`config.mk`:
```
export PLATFORM = sky130hd
export DESIGN_NAME = exe_redirect_ctrl
export DESIGN_NICKNAME = d
export VERILOG_FILES = /design/src/rtl/exe_redirect_ctrl_pkg.sv /design/src/rtl/exe_redirect_ctrl_wdt.sv /design/src/rtl/exe_redirect_ctrl.sv
export SDC_FILE = /design/constraint.sdc
export NUM_CORES = 1
export LEC_CHECK = 0
export CELL_PAD_IN_SITES_DETAIL_PLACEMENT = 0
export CELL_PAD_IN_SITES_GLOBAL_PLACEMENT = 2
export CORE_UTILIZATION = 24
export DETAILED_ROUTE_END_ITERATION = 7
export GPL_TIMING_DRIVEN = 0
export PLACE_DENSITY = 0.89
export SLEW_MARGIN = 20
export SYNTH_ARGS = -nofsm -noshare
export SYNTH_HDL_FRONTEND = slang
export SYNTH_SLANG_ARGS = --single-unit
```
`constraint.sdc`:
```
create_clock -name iCLOCK -period 2.6 [get_ports iCLOCK]
set_clock_uncertainty 0.15 [all_clocks]
set_input_delay 0.39 -clock iCLOCK [delete_from_list [all_inputs] [get_ports iCLOCK]]
set_output_delay 0.39 -clock iCLOCK [all_outputs]
set_load 0.02 [all_outputs]
```
`src/rtl/exe_redirect_ctrl_pkg.sv`:
```
// Shared constants for the execute-stage redirect controller: FSM state encodings,
// event-kind codes, field widths and the SWI vector-target helper.
package exe_redirect_ctrl_pkg;

  localparam int ADDR_W = 32;
  localparam int TAG_W  = 6;
  localparam int SWI_W  = 11;
  localparam int WDT_W  = 8;

  // Final unacknowledged REQ cycle index; the 255th such cycle expires the request.
  localparam logic [WDT_W-1:0] WDT_LAST = 8'd254;

  typedef enum logic [1:0] {
    ST_IDLE      = 2'd0,
    ST_IDTS_WAIT = 2'd1,
    ST_FLUSH     = 2'd2,
    ST_REQ       = 2'd3
  } state_e;

  typedef enum logic [1:0] {
    KIND_JUMP = 2'd0,
    KIND_SWI  = 2'd1,
    KIND_INTR = 2'd2,
    KIND_IDTS = 2'd3
  } kind_e;

  // Vector entries are word sized; the sum wraps at 32 bits.
  function automatic logic [ADDR_W-1:0] swi_target(input logic [ADDR_W-1:0] base,
                                                   input logic [SWI_W-1:0]  number);
    return base + {{(ADDR_W-SWI_W-2){1'b0}}, number, 2'b00};
  endfunction

endpackage

```
`src/rtl/exe_redirect_ctrl_wdt.sv`:
```
// Redirect watchdog: counts unacknowledged REQ cycles and expires the request on the
// 255th one. Only instantiated when EXE_REDIRECT_TIMEOUT_EN is defined.
module exe_redirect_wdt
  import exe_redirect_ctrl_pkg::*;
(
  input  logic iCLOCK,
  input  logic inRESET,
  input  logic iREQ_ACTIVE,
  input  logic iACK,
  output logic oEXPIRE,
  output logic oTIMEOUT
);

  logic [WDT_W-1:0] cnt_q, cnt_d;
  logic             timeout_q, timeout_d;

  assign oEXPIRE = iREQ_ACTIVE && !iACK && (cnt_q == WDT_LAST);

  always_comb begin
    cnt_d     = cnt_q;
    timeout_d = oEXPIRE;
    if (!iREQ_ACTIVE || iACK || oEXPIRE) begin
      cnt_d = '0;
    end else begin
      cnt_d = cnt_q + 8'd1;
    end
  end

  always_ff @(posedge iCLOCK or negedge inRESET) begin
    if (!inRESET) begin
      cnt_q     <= '0;
      timeout_q <= 1'b0;
    end else begin
      cnt_q     <= cnt_d;
      timeout_q <= timeout_d;
    end
  end

  assign oTIMEOUT = timeout_q;

endmodule

```
`src/rtl/exe_redirect_ctrl.sv`:
```
// Execute-stage redirect controller: arbitrates JUMP/SWI/INTR/IDTS events, flushes the
// pipeline and hands the target to fetch. Optional watchdog: EXE_REDIRECT_TIMEOUT_EN.
module exe_redirect_ctrl
  import exe_redirect_ctrl_pkg::*;
(
  input  logic              iCLOCK,
  input  logic              inRESET,
  input  logic              iJUMP_ACTIVE,
  input  logic [ADDR_W-1:0] iJUMP_ADDR,
  input  logic              iSWI_ACTIVE,
  input  logic [SWI_W-1:0]  iSWI_NUMBER,
  input  logic              iINTR_ACTIVE,
  input  logic [ADDR_W-1:0] iINTR_ADDR,
  input  logic              iIDTS_ACTIVE,
  input  logic [ADDR_W-1:0] iIDTS_R_ADDR,
  input  logic [TAG_W-1:0]  iIDTS_COMMIT_TAG,
  input  logic [ADDR_W-1:0] iSWI_VECTOR_BASE,
  input  logic              iCOMMIT_VALID,
  input  logic [TAG_W-1:0]  iCOMMIT_TAG,
  input  logic              iFETCH_REDIRECT_ACK,
  output logic              oFREE_RESTART,
  output logic              oFETCH_REDIRECT_REQ,
  output logic [ADDR_W-1:0] oFETCH_REDIRECT_ADDR,
  output logic              oIDT_SAVE_VALID,
  output logic [ADDR_W-1:0] oIDT_SAVE_ADDR,
  output logic              oBUSY,
  output logic [1:0]        oEVENT_KIND,
  output logic              oEVENT_DROP,
  output logic              oREDIRECT_TIMEOUT
);

  state_e            state_q, state_d;
  kind_e             kind_q, kind_d;
  logic [ADDR_W-1:0] target_q, target_d;
  logic [ADDR_W-1:0] save_addr_q, save_addr_d;
  logic [TAG_W-1:0]  tag_q, tag_d;
  logic              drop_q, drop_d;
  logic              any_event;
  logic              commit_hit;
  logic              wdt_expire;

  assign any_event  = iJUMP_ACTIVE | iSWI_ACTIVE | iINTR_ACTIVE | iIDTS_ACTIVE;
  // The save pulse must coincide with the retiring commit, so it is decoded, not registered.
  assign commit_hit = (state_q == ST_IDTS_WAIT) && iCOMMIT_VALID && (iCOMMIT_TAG == tag_q);

`ifdef EXE_REDIRECT_TIMEOUT_EN
  exe_redirect_wdt u_wdt (
    .iCLOCK      (iCLOCK),
    .inRESET     (inRESET),
    .iREQ_ACTIVE (state_q == ST_REQ),
    .iACK        (iFETCH_REDIRECT_ACK),
    .oEXPIRE     (wdt_expire),
    .oTIMEOUT    (oREDIRECT_TIMEOUT)
  );
`else
  assign wdt_expire        = 1'b0;
  assign oREDIRECT_TIMEOUT = 1'b0;
`endif

  always_comb begin
    // NOTE: every variable gets a default before the case so no path infers a latch.
    state_d     = state_q;
    kind_d      = kind_q;
    target_d    = target_q;
    save_addr_d = save_addr_q;
    tag_d       = tag_q;
    drop_d      = any_event && (state_q != ST_IDLE);

    unique case (state_q)
      ST_IDLE: begin
        if (iINTR_ACTIVE) begin
          kind_d   = KIND_INTR;
          target_d = iINTR_ADDR;
          state_d  = ST_FLUSH;
        end else if (iSWI_ACTIVE) begin
          kind_d   = KIND_SWI;
          target_d = swi_target(iSWI_VECTOR_BASE, iSWI_NUMBER);
          state_d  = ST_FLUSH;
        end else if (iIDTS_ACTIVE) begin
          kind_d      = KIND_IDTS;
          target_d    = iIDTS_R_ADDR;
          save_addr_d = iIDTS_R_ADDR;
          tag_d       = iIDTS_COMMIT_TAG;
          state_d     = ST_IDTS_WAIT;
        end else if (iJUMP_ACTIVE) begin
          kind_d   = KIND_JUMP;
          target_d = iJUMP_ADDR;
          state_d  = ST_FLUSH;
        end
      end
      ST_IDTS_WAIT: if (commit_hit) state_d = ST_FLUSH;
      ST_FLUSH:     state_d = ST_REQ;
      ST_REQ: begin
        if (iFETCH_REDIRECT_ACK || wdt_expire) state_d = ST_IDLE;
      end
      default:      state_d = ST_IDLE;
    endcase
  end

  always_ff @(posedge iCLOCK or negedge inRESET) begin
    if (!inRESET) begin
      state_q     <= ST_IDLE;
      kind_q      <= KIND_JUMP;
      target_q    <= '0;
      save_addr_q <= '0;
      tag_q       <= '0;
      drop_q      <= 1'b0;
    end else begin
      // NOTE: non-blocking so every flop samples pre-edge values regardless of order.
      state_q     <= state_d;
      kind_q      <= kind_d;
      target_q    <= target_d;
      save_addr_q <= save_addr_d;
      tag_q       <= tag_d;
      drop_q      <= drop_d;
    end
  end

  assign oBUSY                = (state_q != ST_IDLE);
  assign oFREE_RESTART        = (state_q == ST_FLUSH);
  assign oFETCH_REDIRECT_REQ  = (state_q == ST_REQ);
  assign oFETCH_REDIRECT_ADDR = (state_q == ST_REQ) ? target_q : '0;
  assign oIDT_SAVE_VALID      = commit_hit;
  assign oIDT_SAVE_ADDR       = commit_hit ? save_addr_q : '0;
  assign oEVENT_KIND          = kind_q;
  assign oEVENT_DROP          = drop_q;

endmodule

```
* After elaboration in Yosys (flattened, before gate mapping)
Index checks and enable logic that the tools add are counted.
** Word-level totals
- Register bits :: 75
- Input port bits :: 159
- Output and inout bits :: 72
- Logic and storage cells :: 45
** Cells by class
- Add/sub/neg operators :: 1
- Equality and inequality tests :: 7
- Muxes and demuxes :: 17
- Bitwise logic cells :: 5
- Reduce and logical (&&, ||, !) cells :: 9
** Operators by type and width (number)
- two-way mux 32 bit :: 6
- adder 32 x 13 -> 32 bit :: 1
- two-way mux 2 bit :: 10
- one-hot mux 2 bit (4 select lines) :: 1
- == test 6 bit :: 1
- != test 5 bit (second input constant) :: 1
- == test 2 bit (second input constant) :: 2
- != test 2 bit (second input constant) :: 2
- AND reduction 4 bit :: 1
- nonzero test 4 bit :: 1
- logical AND 1 bit :: 3
- OR 1 bit :: 3
- AND reduction 3 bit :: 1
- == test 2 x 1 -> 1 bit (second input constant) :: 1
- logical NOT 2 bit :: 1
- NOT 1 bit :: 2
- AND reduction 2 bit :: 1
- nonzero test 2 bit :: 1

* Logic depth before layout (Yosys ltp)
- Word-level depth :: 5
- Mapped depth :: 8
- Mapped depth without buffers :: 8

* Worst setup path after synthesis
No wires, ideal clock.
- Kind :: input to register
- Start :: in iSWI_NUMBER[0]
- End :: reg target_q[8]
- Library setup time :: 0.126 ns
- Arrival time :: 2.242 ns
- Path slack :: 0.082 ns
- Stages on the path :: 8
- Buffers on the path :: 0
- Path through :: ha_1 -> fa_1 -> a211oi_2 -> nor2_1 -> or4_1 -> nand4_1 -> o21ai_0 -> a221o_1
** Between the ends
- Cells in the longest elaborated chain, start to end :: 3
** Ends and longest elaborated chain
- start, declared :: RTL line exe_redirect_ctrl.sv:11 : input logic [SWI_W-1:0] iSWI_NUMBER,
- adder 32 x 13 -> 32 bit :: RTL line exe_redirect_ctrl_pkg.sv:30 : return base + {{(ADDR_W-SWI_W-2){1'b0}}, number, 2'b00};
- two-way mux 32 bit :: RTL line exe_redirect_ctrl.sv:75 : end else if (iSWI_ACTIVE) begin
- two-way mux 32 bit :: RTL line exe_redirect_ctrl.sv:71 : if (iINTR_ACTIVE) begin
- end signal, assigned :: RTL line exe_redirect_ctrl.sv:112 : target_q <= target_d;
- end, declared :: RTL line exe_redirect_ctrl.sv:34 : logic [ADDR_W-1:0] target_q, target_d;
Every way passes these cells.
A chain may end at the register's enable or synchronous reset.

* Worst setup path after layout
- Start :: reg state_q[0]
- End :: out oFETCH_REDIRECT_ADDR[6]
** Between the ends
- Cells in the longest elaborated chain, start to end :: 2
** Ends and longest elaborated chain
- start, declared :: RTL line exe_redirect_ctrl.sv:32 : state_e state_q, state_d;
- start signal, assigned :: RTL line exe_redirect_ctrl.sv:110 : state_q <= state_d;
- == test 2 bit :: RTL line exe_redirect_ctrl.sv:122 : assign oFETCH_REDIRECT_ADDR = (state_q == ST_REQ) ? target_q : '0;
- two-way mux 32 bit :: RTL line exe_redirect_ctrl.sv:122
- end, declared :: RTL line exe_redirect_ctrl.sv:23 : output logic [ADDR_W-1:0] oFETCH_REDIRECT_ADDR,
Every way passes these cells.

==> Flow_metrics.wiki <==
{| class="wikitable"
! Metric !! Value
|-
| Cells on worst reg2reg path || 6
|-
| Worst Path Max Fanout || 10
|-
| Net count, final || 973
|-
| Initial DRC count || 206
|-
| Die outline height || approximately 150 um
|-
| Switching part of the total power || 36.3%
|-
| Worst slack on hold paths || 336 ps
|-
| Synthesized net count || 725
|-
| Horizontal die dimension || 149 um
|-
| Max frequency || approximately 0.4 GHz
|-
| Number of flops mapped to enable cells by yosys || 0
|-
| Netlist area before placement || 5170 um^2
|-
| Number of cells traversed by the worst hold path || 2
|-
| Pin count of the biggest net entering global routing || 51
|-
| Max transition margin || 55.6%
|-
| Worst setup startpoint || state_q[0]$_DFFE_PN0P_
|-
| Crit Path Class || reg2out
|-
| ANT nets after route || 0
|-
| Std cell rows || 53
|-
| Most used cells in the layout excluding fill and tap cells || clkdlybuf4s50_1 (174), dfrtp_1 (73), and2_1 (59)
|-
| Count of cell types in the netlist || 53
|-
| Remaining global-route overflow || 0
|-
| Placed instance count || 1052
|-
| Power density normalized to cell area || 739 nW/um^2
|-
| Psw || about 2.2 mW
|-
| Destination of the worst register-to-register timing path || target_q[14]$_DFFE_PN0P_
|-
| Leading register cell type out of synthesis || dfrtp_1
|-
| Origin of the worst min-delay path || target_q[6]$_DFFE_PN0P_
|-
| IO Pins || 231
|-
| IO buf count || 226
|-
| Number of hold-slack violations in the final timing report || 0
|-
| Share of total power in sequential cells || between 30% and 40%
|-
| Die Outline Area || 22100 um^2
|-
| Number of buffers between clock root and the deepest sink || 2
|-
| Max Transition Viols Final || 0
|-
| Outcome || complete, no violations
|-
| Power Internal || around 3.9 mW
|-
| Clock input transition at the sequential cells of the worst setup and hold paths || about 70 ps
|-
| Antenna violations before repair || 2
|-
| Number of filler cells placed in the layout || 2122
|-
| Num CTS Buffers || 9
|-
| Worst ir drop on vdd || 0.000314 V
|-
| Final period utilization || 97.6%
|-
| Most common cell after layout, fill and taps aside || clkdlybuf4s50_1
|-
| Initial cell density of the core || 24.5%
|-
| Dpl hpwl || 16.2 mm
|-
| Multi-input combinational cell area || 3190 um^2
|-
| Total of max-cap violations || 0
|-
| Standby leakage power || 3.45 nW
|-
| Final core area utilization || 39.5%
|-
| Clock network fraction of total power || 22.2%
|-
| Launching point of the worst reg2reg path || state_q[0]$_DFFE_PN0P_
|-
| Share of power burned in combinational logic || between 40% and 50%
|-
| Crit path required time || 2060 ps
|-
| Fraction of the yosys area taken by sequential cells || 36.3%
|-
| Unrepaired setup endpoints after global routing || true
|-
| Critical Path End Type || output port
|-
| Yosys warning count || 0
|-
| Flop2flop setup slack || 280 ps
|-
| Via total after detailed routing || 5118
|-
| Data arrival time of the worst path || 2000 ps
|-
| Register area || 1880 um^2
|-
| Cell count after synthesis || 550
|-
| Remaining design rule violation count || 0
|-
| # H-tree levels || 3
|-
| Wire length of the first global-routing pass || about 30 mm
|-
| Pre-antenna DRT Iters || 5
|-
| Share of final-layout standard cells stronger than drive strength 1 || a little over a fifth
|-
| Cell at the root of the clock tree || clkbuf_16
|-
| Crit path launch type || flop
|-
| Area growth, synth to finish || 61.2%
|-
| Transition time at the pin with the least slew margin || approximately 670 ps
|-
| Routed via count divided by cell count || ~4.7
|-
| Total power || 6.16 mW
|-
| Slack of the critical path || 62.1 ps
|-
| Final setup vio count || 0
|-
| Synthesized area per cell || 9.41 um^2
|-
| Time the final worst path needs with I/O delays and setup || 2540 ps
|-
| Final Non-Filler Cells || 1080
|-
| TritonCTS clock tree || done
|-
| Via count of the first global-routing pass || about 5200
|-
| Source-to-sink clock delay at the later pin of the worst-skew pair || 330 ps
|-
| Setup slack after placement || -1040 ps
|-
| Post-synthesis async set-or-reset flop share || 100%
|-
| Aggregate global-route resource usage || a little under a fifth
|-
| Global placer's final weighted congestion || 0.849
|-
| Routed length per placed instance || 18.8 um
|-
| Core box area || 21100 um^2
|-
| Endpoint of the worst hold-timing path || target_q[6]$_DFFE_PN0P_
|-
| Register bit count reported by yosys || 75
|-
| Worst min path class || reg2reg
|-
| Routed wire length || between 20 and 25 mm
|-
| TritonCTS sink count || 75
|}
[state kept, by name, indices dropped and copies added (netlist names)]
| signal | flops |
|---|---|
| save_addr_q | 32 |
| target_q | 32 |
| tag_q | 6 |
| oEVENT_KIND | 2 |
| state_q | 2 |
| oEVENT_DROP | 1 |
[power by group through the flow]
| stage | combinational [mW] | sequential, mW | clock, mW |
|---|---|---|---|
| finish | 2.75 | 2.04 | 1.37 |
| global route | 3.00 | 2.11 | 1.43 |
| CTS | 2.74 | 2.03 | 1.39 |
| detailed placement | 2.73 | 2.04 | 0 |
| global placement | 2.70 | 2.02 | 0 |
| floorplan | 1.61 | 1.99 | 0 |
[layout make-up]
type	count	share of cell area (%)
Multi-Input combinational cell	426	38.3
Timing Repair Buffer	237	28.2
Sequential cell	75	22.5
Tap cell	275	4.13
Clock buffer	10	2.75
Buffer	37	2.42
Clock inverter	6	1.08
Inverter	12	0.540
Antenna cell	2	0.0600
[layer usage]
layer	share of wire, %	vias to the layer above	track usage [%]	wire [um]
li1	-	2486	-	-
met1	44	2440	24.1	9040
met2	48	171	30.3	9720
met3	6.0	21	2.94	1220
met4	1.8	0	5.77	358
met5	0	-	0	0
[cell families (layout without fill, tap and decap cells)]
family                     after synthesis  after routing  synth area share [%]
and+or+nand+nor                        165            165                  17.6
buffers and inverters                   49            302                  4.01
other                                    1              3                0.0725
adders and majority gates               16             16                  4.01
AOI/OAI and AO/OA                      144            144                  18.1
muxes                                   69             69                  14.8
xor gates and xnor gates                31             31                  5.25
DFF                                     75             75                  36.3
[Yosys cell counts (2+ instances only)]
master,instances,area (um^2)
a211oi_2,3,37.5
o211ai_1,5,37.5
nand4_1,4,25.0
a211oi_1,7,52.6
mux2_2,58,653
or4_1,2,15.0
xnor2_1,17,149
xor2_1,14,123
nor2_1,41,154
nor3_1,3,15.0
and2_1,65,407
o21ai_1,2,10.0
and4_1,3,26.3
a21o_1,5,37.5
nor2b_1,2,12.5
a21oi_1,31,155
ha_1,15,188
o21ai_0,38,190
o31ai_1,2,15.0
a221oi_1,21,184
a221o_1,2,20.0
nor4_2,3,37.5
and3_1,6,37.5
o22ai_1,19,119
clkbuf_1,20,75.1
buf_2,15,75.1
dfrtp_1,75,1880
inv_1,11,41.3
nand2_1,19,71.3
mux2i_1,11,110
nand3_1,9,45.0
[through the flow]
stage                     instance area [um^2]  setup TNS [ps]
after global placement                    7780         -192360
after floorplan                           5170               0
after CTS                                 8080           -96.4
after detailed placement                  7800          -39200
final                                     8340               0
after global routing                      8340            -136
[worst max path at each step]
stage                                    endpoint  slack, ps  cells after the start
after global placement    target_q[3]$_DFFE_PN0P_      -2040                      1
after detailed placement       oIDT_SAVE_ADDR[19]      -1040                      7
after floorplan           target_q[8]$_DFFE_PN0P_         80                      8
final                     oFETCH_REDIRECT_ADDR[6]         60                      4
after CTS                      oIDT_SAVE_ADDR[19]       -100                      8
after global routing           oIDT_SAVE_ADDR[20]        -30                      8
[what timing repair did]
item / in CTS / in global routing
setup endpoints to repair: 73 / 68
hold endpoints to repair: 25 / 0
gates cloned: 0 / 0
pin swaps: 4 / 9
buffers inserted: 4 / 5
gates resized for setup: 159 / 86
hold buffers: 1 / 0
[critical path, cell delays in order, from the launching register on]
cell             delay (ps)
dfrtp_2                 420
ha_4                    240
buf_2                   220
and2_1                  170
clkdlybuf4s50_1         610
Power figures use the tool's default switching activity.
